`src/rtl/alias_reduction_pkg.sv`:
```
// alias_reduction_pkg: shared widths, FSM encoding and butterfly address helpers
// for the MP3 alias-reduction sequencer.
package alias_reduction_pkg;
  localparam int DATA_W       = 24;
  localparam int COEF_W       = 18;
  localparam int COEF_FRAC    = 17;
  localparam int ADDR_W       = 10;
  localparam int NUM_SB       = 32;
  localparam int LINES_PER_SB = 18;
  localparam int BUTTERFLIES  = 8;
  localparam int SB_W         = $clog2(NUM_SB);
  localparam int IDX_W        = $clog2(BUTTERFLIES);

  typedef enum logic [2:0] {
    S_IDLE, S_RD_LO, S_RD_HI, S_CALC, S_WR_LO, S_WR_HI, S_DONE
  } state_e;

  // Lower line of butterfly i: walks downward from the boundary of subband sb
  function automatic int lo_addr(input logic [SB_W-1:0] sb, input logic [IDX_W-1:0] i);
    return LINES_PER_SB * int'(sb) - 1 - int'(i);
  endfunction

  // Upper line of butterfly i: walks upward from the boundary of subband sb
  function automatic int hi_addr(input logic [SB_W-1:0] sb, input logic [IDX_W-1:0] i);
    return LINES_PER_SB * int'(sb) + int'(i);
  endfunction
endpackage

```
`src/rtl/alias_butterfly.sv`:
```
// alias_butterfly: combinational alias-reduction butterfly.
//   lo' = (lo*cs - hi*ca) >>> COEF_FRAC, hi' = (hi*cs + lo*ca) >>> COEF_FRAC
// Sums are kept at full width, shift floors. Define ALIAS_SAT_EN to clamp the
// results to the DATA_W range; otherwise they wrap to the low DATA_W bits.
module alias_butterfly #(
  parameter int DATA_W    = alias_reduction_pkg::DATA_W,
  parameter int COEF_W    = alias_reduction_pkg::COEF_W,
  parameter int COEF_FRAC = alias_reduction_pkg::COEF_FRAC
) (
  input  logic signed [DATA_W-1:0] lo,
  input  logic signed [DATA_W-1:0] hi,
  input  logic signed [COEF_W-1:0] cs,
  input  logic signed [COEF_W-1:0] ca,
  output logic signed [DATA_W-1:0] lo_out,
  output logic signed [DATA_W-1:0] hi_out
);
  localparam int PW = DATA_W + COEF_W;
  localparam int SW = PW + 1;

  logic signed [PW-1:0] lo_cs, hi_ca, hi_cs, lo_ca;
  logic signed [SW-1:0] lo_sum, hi_sum;

  // Full-precision products and sums
  always_comb begin
    lo_cs  = PW'(lo) * PW'(cs);
    hi_ca  = PW'(hi) * PW'(ca);
    hi_cs  = PW'(hi) * PW'(cs);
    lo_ca  = PW'(lo) * PW'(ca);
    lo_sum = SW'(lo_cs) - SW'(hi_ca);
    hi_sum = SW'(hi_cs) + SW'(lo_ca);
  end

`ifdef ALIAS_SAT_EN
  localparam logic signed [SW-1:0] MAX_V = {{(SW-DATA_W+1){1'b0}}, {(DATA_W-1){1'b1}}};
  localparam logic signed [SW-1:0] MIN_V = {{(SW-DATA_W+1){1'b1}}, {(DATA_W-1){1'b0}}};
  logic signed [SW-1:0] lo_sh, hi_sh;

  // Floor shift, then clamp into the sample range
  always_comb begin
    lo_sh  = lo_sum >>> COEF_FRAC;
    hi_sh  = hi_sum >>> COEF_FRAC;
    lo_out = (lo_sh > MAX_V) ? MAX_V[DATA_W-1:0] :
             (lo_sh < MIN_V) ? MIN_V[DATA_W-1:0] : lo_sh[DATA_W-1:0];
    hi_out = (hi_sh > MAX_V) ? MAX_V[DATA_W-1:0] :
             (hi_sh < MIN_V) ? MIN_V[DATA_W-1:0] : hi_sh[DATA_W-1:0];
  end
`else
  // Floor shift, keep the low DATA_W bits (two's-complement wrap)
  always_comb begin
    lo_out = DATA_W'(lo_sum >>> COEF_FRAC);
    hi_out = DATA_W'(hi_sum >>> COEF_FRAC);
  end
`endif
endmodule

```
`src/rtl/alias_reduction_ctrl.sv`:
```
// alias_reduction_ctrl: walks the subband boundaries of one granule and runs
// 8 in-place butterflies per boundary (5 cycles each: RD_LO, RD_HI, CALC,
// WR_LO, WR_HI). Outputs are decoded from state so an async reset drops them
// immediately. Optional saturation via ALIAS_SAT_EN (see alias_butterfly).
module alias_reduction_ctrl #(
  parameter int DATA_W    = alias_reduction_pkg::DATA_W,
  parameter int COEF_W    = alias_reduction_pkg::COEF_W,
  parameter int COEF_FRAC = alias_reduction_pkg::COEF_FRAC,
  parameter int ADDR_W    = alias_reduction_pkg::ADDR_W
) (
  input  logic                     clk,
  input  logic                     rst_n,
  input  logic                     start,
  input  logic                     short_blk,
  input  logic                     mixed_blk,
  output logic                     busy,
  output logic                     done,
  output logic                     rom_en,
  output logic [2:0]               rom_index,
  input  logic signed [COEF_W-1:0] cs_data,
  input  logic signed [COEF_W-1:0] ca_data,
  output logic [ADDR_W-1:0]        mem_raddr,
  input  logic signed [DATA_W-1:0] mem_rdata,
  output logic [ADDR_W-1:0]        mem_waddr,
  output logic signed [DATA_W-1:0] mem_wdata,
  output logic                     mem_we
);
  import alias_reduction_pkg::*;

  localparam logic [IDX_W-1:0] IDX_LAST = IDX_W'(BUTTERFLIES - 1);

  state_e                   state;
  logic [SB_W-1:0]          sb, sb_last;
  logic [IDX_W-1:0]         idx;
  logic signed [DATA_W-1:0] lo_reg, lo_res, hi_res, lo_new, hi_new;
  logic signed [COEF_W-1:0] cs_reg, ca_reg;
  logic [ADDR_W-1:0]        lo_a, hi_a;

  assign lo_a = ADDR_W'(lo_addr(sb, idx));
  assign hi_a = ADDR_W'(hi_addr(sb, idx));

  // hi sample is consumed straight off the RAM port during CALC
  alias_butterfly #(.DATA_W(DATA_W), .COEF_W(COEF_W), .COEF_FRAC(COEF_FRAC)) u_bfly (
    .lo(lo_reg), .hi(mem_rdata), .cs(cs_reg), .ca(ca_reg),
    .lo_out(lo_new), .hi_out(hi_new)
  );

  // Sequencer state, boundary/butterfly counters and datapath registers
  always_ff @(posedge clk or negedge rst_n) begin
    if (!rst_n) begin
      state   <= S_IDLE;
      sb      <= '0;
      sb_last <= '0;
      idx     <= '0;
      lo_reg  <= '0;
      cs_reg  <= '0;
      ca_reg  <= '0;
      lo_res  <= '0;
      hi_res  <= '0;
    end else begin
      case (state)
        S_IDLE: if (start) begin
          sb      <= SB_W'(1);
          idx     <= '0;
          sb_last <= mixed_blk ? SB_W'(1) : SB_W'(NUM_SB - 1);
          // pure short blocks have no long-block boundaries to process
          state   <= (short_blk && !mixed_blk) ? S_DONE : S_RD_LO;
        end
        S_RD_LO: state <= S_RD_HI;
        S_RD_HI: begin
          lo_reg <= mem_rdata;
          cs_reg <= cs_data;
          ca_reg <= ca_data;
          state  <= S_CALC;
        end
        S_CALC: begin
          lo_res <= lo_new;
          hi_res <= hi_new;
          state  <= S_WR_LO;
        end
        S_WR_LO: state <= S_WR_HI;
        S_WR_HI: begin
          idx <= idx + 1'b1;
          if (idx == IDX_LAST) sb <= sb + 1'b1;
          state <= (idx == IDX_LAST && sb == sb_last) ? S_DONE : S_RD_LO;
        end
        S_DONE:  state <= S_IDLE;
        default: state <= S_IDLE;
      endcase
    end
  end

  // Port decode per state; everything idles at zero
  always_comb begin
    busy      = 1'b0;
    done      = 1'b0;
    rom_en    = 1'b0;
    rom_index = '0;
    mem_raddr = '0;
    mem_waddr = '0;
    mem_wdata = '0;
    mem_we    = 1'b0;
    case (state)
      S_RD_LO: begin
        busy      = 1'b1;
        rom_en    = 1'b1;
        rom_index = idx;
        mem_raddr = lo_a;
      end
      S_RD_HI: begin
        busy      = 1'b1;
        mem_raddr = hi_a;
      end
      S_CALC:  busy = 1'b1;
      S_WR_LO: begin
        busy      = 1'b1;
        mem_we    = 1'b1;
        mem_waddr = lo_a;
        mem_wdata = lo_res;
      end
      S_WR_HI: begin
        busy      = 1'b1;
        mem_we    = 1'b1;
        mem_waddr = hi_a;
        mem_wdata = hi_res;
      end
      S_DONE:  done = 1'b1;
      default: ;
    endcase
  end
endmodule

```
`config.mk`:
```
export PLATFORM = sky130hd
export DESIGN_NAME = alias_reduction_ctrl
export DESIGN_NICKNAME = d
export VERILOG_FILES = /design/src/rtl/alias_reduction_pkg.sv /design/src/rtl/alias_butterfly.sv /design/src/rtl/alias_reduction_ctrl.sv
export SDC_FILE = /design/constraint.sdc
export NUM_CORES = 2
export LEC_CHECK = 0
export CAP_MARGIN = 25
export CORE_MARGIN = 2
export CORE_UTILIZATION = 61
export DETAILED_ROUTE_END_ITERATION = 8
export MAX_ROUTING_LAYER = met4
export PLACE_DENSITY = 0.78
export RECOVER_POWER = 25
export SLEW_MARGIN = 20
export SYNTH_ARGS = -nofsm -noshare
export SYNTH_HDL_FRONTEND = slang
export SYNTH_SLANG_ARGS = --single-unit
```
`constraint.sdc`:
```
create_clock -name clk -period 10 [get_ports clk]
set_input_delay 1 -clock clk [delete_from_list [all_inputs] [get_ports clk]]
set_output_delay 1 -clock clk [all_outputs]
set_load 0.05 [all_outputs]
```
# Word-level counts from Yosys, hierarchy flattened
# Index checks and enable logic that the tools add are counted.
[totals] wordCells=59 inputBits=65 regBits=124
[op_classes] addsub=7 n_mux=18 eq_ne=10 multipliers=5 reduce_logical=10
[ops] operator="multiplier 24 x 18 -> 41 bit" n=4
[ops] operator="one-hot mux 24 bit (2 select lines)" n=1
[ops] operator="adder 41 bit" n=1
[ops] operator="subtractor 41 bit" n=1
[ops] operator="one-hot mux 10 bit (2 select lines)" n=2
[ops] operator="one-hot mux 3 bit (6 select lines)" n=1
[ops] operator="two-way mux 3 bit" n=5
[ops] operator="two-way mux 5 bit" n=3
[ops] operator="equality test 3 bit (second input constant)" n=4
[ops] operator="adder 10 x 3 -> 10 bit" n=1
[ops] operator="one-hot mux 5 bit (2 select lines)" n=1
[ops] operator="subtractor 10 x 1 -> 10 bit (second input constant)" n=1
[ops] operator="subtractor 10 x 4 -> 10 bit" n=1
[ops] operator="multiplier 4 x 5 -> 9 bit (first input constant)" n=1
[ops] operator="equality test 3 x 2 -> 1 bit (second input constant)" n=2
[ops] operator="one-hot mux 3 bit (2 select lines)" n=1
[ops] operator="adder 5 x 1 -> 5 bit (second input constant)" n=1
[ops] operator="equality test 5 bit" n=1
[ops] operator="OR reduction 5 bit" n=1
[ops] operator="two-way mux 1 bit" n=4
[ops] operator="!= test 2 bit (second input constant)" n=2
[ops] operator="AND reduction 2 bit" n=2
[ops] operator="adder 3 x 1 -> 3 bit (second input constant)" n=1
[ops] operator="equality test 3 x 1 -> 1 bit (second input constant)" n=1
[ops] operator="6 further kinds" n=7

# Longest topological paths before layout
[logic_depth] ltp_word=5 mapped_depth=29 mapped_depth_nobuf=27

# By module
# From an unflattened synthesis, not the netlist that was laid out.
[unflattened] hier_cells=7048 area_unflattened_um2=65392.7
[modules_own_cells] module="alias_butterfly" cells_per_inst=6421 instances=1 seq_area_each_um2=0.0 area_each_um2=59376.9
[modules_own_cells] module="alias_reduction_ctrl" cells_per_inst=627 instances=1 seq_area_each_um2=3027.9 area_each_um2=6015.8

# Worst setup path after synthesis
# OpenSTA, ideal clock, no wires.
[synth_timing] kind="input to register" startpoint="in mem_rdata[23]" endpoint="reg lo_res[22]" t_arrival_ns=8.302 required_ns=9.931 slack_ns=1.628 path_stages=23 setup_ns=0.069 path_buffers=1 path_cell_list="clkbuf_1 -> and2_1 -> fa_1 -> fa_1 -> inv_1 -> fa_1 -> fa_1 -> fa_1 -> fa_1 -> fa_1 -> inv_1 -> fa_1 -> inv_1 -> ha_1 -> nand3_1 -> or4_4 -> nor3_2 -> a311o_2 -> o21ai_4 -> a2111oi_4 -> nor3_2 -> or4_1 -> nand3_1"
[synth_between] elab_chain_len=2
[synth_lines] element="start, declared" line_no="alias_reduction_ctrl.sv:23" rtl="input logic signed [DATA_W-1:0] mem_rdata,"
[synth_lines] element="multiplier 24 x 18 -> 41 bit" line_no="alias_butterfly.sv:26" rtl="hi_ca = PW'(hi) * PW'(ca);"
[synth_lines] element="subtractor 41 bit" line_no="alias_butterfly.sv:29" rtl="lo_sum = SW'(lo_cs) - SW'(hi_ca);"
[synth_lines] element="end signal, assigned" line_no="alias_reduction_ctrl.sv:77" rtl="lo_res <= lo_new;"
[synth_lines] element="end, declared" line_no="alias_reduction_ctrl.sv:35" rtl="logic signed [DATA_W-1:0] lo_reg, lo_res, hi_res, lo_new, hi_new;"
# Every way passes these cells.
# A chain may end at the register's enable or synchronous reset.

# Worst setup path in the final report
[layout_timing] startpoint="in mem_rdata[18]" endpoint="reg hi_res[23]"
[layout_between] elab_chain_len=2
[layout_lines] element="multiplier 24 x 18 -> 41 bit" line_no="alias_butterfly.sv:27" rtl="hi_cs = PW'(hi) * PW'(cs);"
[layout_lines] element="adder 41 bit" line_no="alias_butterfly.sv:30" rtl="hi_sum = SW'(hi_cs) + SW'(lo_ca);"
[layout_lines] element="end signal, assigned" line_no="alias_reduction_ctrl.sv:78" rtl="hi_res <= hi_new;"
[layout_lines] element="end, declared" line_no="alias_reduction_ctrl.sv:35"
# Every way passes these cells.

==> results.txt <==
The path depth of the worst reg2reg path works out to 26. In the layout the commonest cells are sky130_fd_sc_hd__fa_1 (1823), sky130_fd_sc_hd__inv_1 (1805), sky130_fd_sc_hd__nand2_1 (1311). Summed over all instances, the cell type with the most area after synthesis is sky130_fd_sc_hd__fa_1. Counting flops with an async set or reset pin after synthesis yields a share of 100.0%. Once the clock tree was built, the setup fixing pass inserted 0 buffers. Tracing the worst setup path back leads to its startpoint at mem_rdata[18]. After layout, the worst setup slack is 0.7801 ns. Timing would allow up to 108.5 MHz.

For the overall track demand over capacity in global routing, the log shows 34.78%. For the remaining number of nets flagged by the antenna check after routing, the log shows 0. The cell repeated most along the worst path was sky130_fd_sc_hd__fa_1.

Adding up every negative setup slack in the final design gives 0 ns. Critical register-to-register path startpoint: ca_reg[2]. The run gives 0.4818 ns as the final worst hold slack. The number of CTS-inserted buffers was 17; the total wire length was 170900 um. In this run the core area contains 119 standard-cell rows. The run gives 137600 um as the estimated wirelength of the detail-placed design. Global routing consumed, on the met1 layer, 41.62% of the routing resources. The worst path arrival time is 9.58 ns, and the transition time at the pin with the least slew margin is 4.673 ns. Number of buffers inserted by port buffering: 115. The run finished, with violations left. TritonCTS built the clock tree. The clock passes through at most 2 buffers. Counting buffers and inverters, the worst setup path is 25 cells deep. The Yosys step of the flow raised 0 warnings. Setup violations remaining at the end of the flow were counted as 0.

Summed over all layers, the global routing overflow is 0. The worst setup path is captured at a register. Once the floorplan was initialized, standard cells occupied 61.60% of the core.

The biggest fanout along the worst timing path is 17. The first detailed-routing pass took 8 iterations. Sequential fraction of the synthesis area: 4.657%.

The setup path with the least slack is of type input port to register. The buffers plus inverters on the worst setup path was 6. The class of the tightest hold or removal check is register to register. The setup slack after placement came out at 0.4533 ns. Data on the critical path is required at its endpoint by 10.36 ns.

The H-tree depth is 4, and the average cell area after synthesis is 9.255 um^2. The worst path uses 92.20% of the clock period. In this run the cell area of the synthesized design comes to 65020 um^2. After detailed routing, the number of vias per cell comes to 5.629. After global routing, the most crowded layer is met2. The count of max-cap constraint violations was 1. For this run, the leading register cell type out of synthesis is sky130_fd_sc_hd__dfrtp_1.

Total number of vias: 46620. The region available for standard cell placement spans 105600 um^2. The synthesized design contains 0 enable-type register cells. The first-pass GRT wire length is 279800 um, and the count of pins over their slew limit is 77.

Setup slack on the worst flop-to-flop path: 1.09 ns. The share of cells above drive strength 1 is 3.179%. The chip width works out to 330.5 um. The tools report the end of the worst register-to-register path as lo_res[22]. The worst slew margin relative to its limit is -211.6%, and the stage delay of the slowest cell on the critical path is 1.23 ns. In this run, the number of DRC markers left after iteration 0 of detailed routing was 3565. The met3 global-route usage was 6.701%. The tools report the number of hold buffers added after cts as 0. In this run the count of I/O pins placed on the die edge is 116. The synthesized net count was 9263; the number of antenna violations at the first check in global routing was 4. The number of hold-slack violations in the final timing report was 0.

The termination of the worst setup path was hi_res[23]. After synthesis, the netlist uses 71 different library cells. STA classifies the critical path startpoint as an input port. The net count of the finished layout is 9112.

The checks that failed: design-rule violations, max-capacitance violations, max-slew violations. Setup repair after global routing left no endpoint under its margin. The clock sink count is 121, and the number of gates resized after cts is 0.

The post-detailed-route wirelength per cell is 20.63 um. The clock period minus final worst setup slack is 9.220 ns. The die outline height was 330.5 um. At the later pin of the worst-skew pair, clock insertion delay measures 0.51 ns. The share of the synthesized area in the top cell type came out at 56.13%. The maximum clock skew at final layout is 0.01859 ns, and the signed area change from the synthesized netlist to the final layout is 4.684%.

Synthesis produced a netlist whose cell count is 7026. The clock transition time at the flip-flop clock pins of the worst setup and hold paths works out to 0.08 ns. After synthesis the netlist holds a flip-flop and latch count of 121. The tools report the number of global-route vias before repair as 52650. The run gives 67360 um^2 as the cell area after placement. For the number of remaining DRC errors, the log shows 1. After synthesis, the cell types taking the most area are sky130_fd_sc_hd__fa_1 (56%), sky130_fd_sc_hd__inv_1 (10%), sky130_fd_sc_hd__nand2_1 (7.6%), sky130_fd_sc_hd__ha_1 (6.7%), sky130_fd_sc_hd__and2_1 (5.6%).

For met2 alone, demand over resource in global routing was 54.86%. At the end of routability-driven placement, the weighted congestion stood at 0.9657. The tools report the final standard cell area without fillers as 68070 um^2. Most common cell after layout, fill and taps aside: sky130_fd_sc_hd__fa_1. Entering global routing, the biggest net connects 77 pins. Among cell families on the critical path, the largest total delay comes from adder cells. The die covers 109200 um^2.

The slowest stage of the critical path is the sky130_fd_sc_hd__clkdlybuf4s50_1 cell. The tools report the clock tree root buffer cell as sky130_fd_sc_hd__clkbuf_16.
==> layer usage <==
| layer | up-vias | part of all wire [%] |
|---|---|---|
| met2 | 2390 | 48 |
| met1 | 24180 | 35 |
| met4 | 0 | 7.8 |
| li1 | 19490 | - |
| met5 | - | 0 |
| met3 | 556 | 9.5 |
==> cells by family after synthesis <==
group | Yosys count | synth area share, %
AO/OA/AOI/OAI | 263 | 2.765
AND/OR/NAND/NOR | 2131 | 15.34
adder cells (fa/ha/maj) | 2172 | 62.84
flip-flops | 121 | 4.657
XOR/XNOR | 106 | 1.428
multiplexers | 6 | 0.09429
buffers and inverters | 2227 | 12.88
==> layout make-up <==
class                      count  area (um^2)
multi-input combinational   4678        53650
fill                        8439        37500
inverter                    1806         6779
sequential                   121         3057
timing repair buffer         251         2223
tap                         1391         1740
clock buffer                  19        452.9
clock inverter                13        157.7
antenna                        4        10.01
==> metrics by stage <==
step                      utilization (%)  cells
after detailed placement            63.81   8242
final                               64.48   8283
after CTS                           64.39   8274
after floorplan                         -   7026
after global placement              63.81   8242
after global routing                64.48   8283
==> tightest hold or removal path, cell delays in order, from the launching register on <==
cell                      delay [ns]
sky130_fd_sc_hd__dfrtp_1        0.34
sky130_fd_sc_hd__nand2_1        0.05
sky130_fd_sc_hd__o21ai_0        0.06
==> cell usage after synthesis (all sizes together), types with 5 or more instances <==
cell type and number:
o21ai 70, a21o 15, nand3 18, a21oi 56, dfrtp 121, nand2 1312, clkbuf 391, and3 15
a31oi 8, nor2b 54, buf 30, fa 1823, a22o 26, and4 6, or3 6, a211oi 14
ha 349, nand2b 55, inv 1805, o31ai 7, nand4 11, and2 586, xor2 25, mux2i 5
a22oi 6, o21a 7, nor3 12, a221oi 9, xnor2 81, nor2 39
==> worst min path at each step <==
stage	start	endpoint	slack, ns	depth (start not counted)
floorplan	lo_res[19]	lo_res[19]	0.44	2
global placement	lo_res[10]	lo_res[10]	0.46	2
detailed placement	hi_res[13]	hi_res[13]	0.47	2
CTS	hi_res[13]	hi_res[13]	0.49	2
global route	lo_res[6]	lo_res[6]	0.50	2
finish	hi_res[13]	hi_res[13]	0.48	2
Power is not shown: default switching activity piles up to over one toggle a cycle in this logic, so the estimate is an artifact.
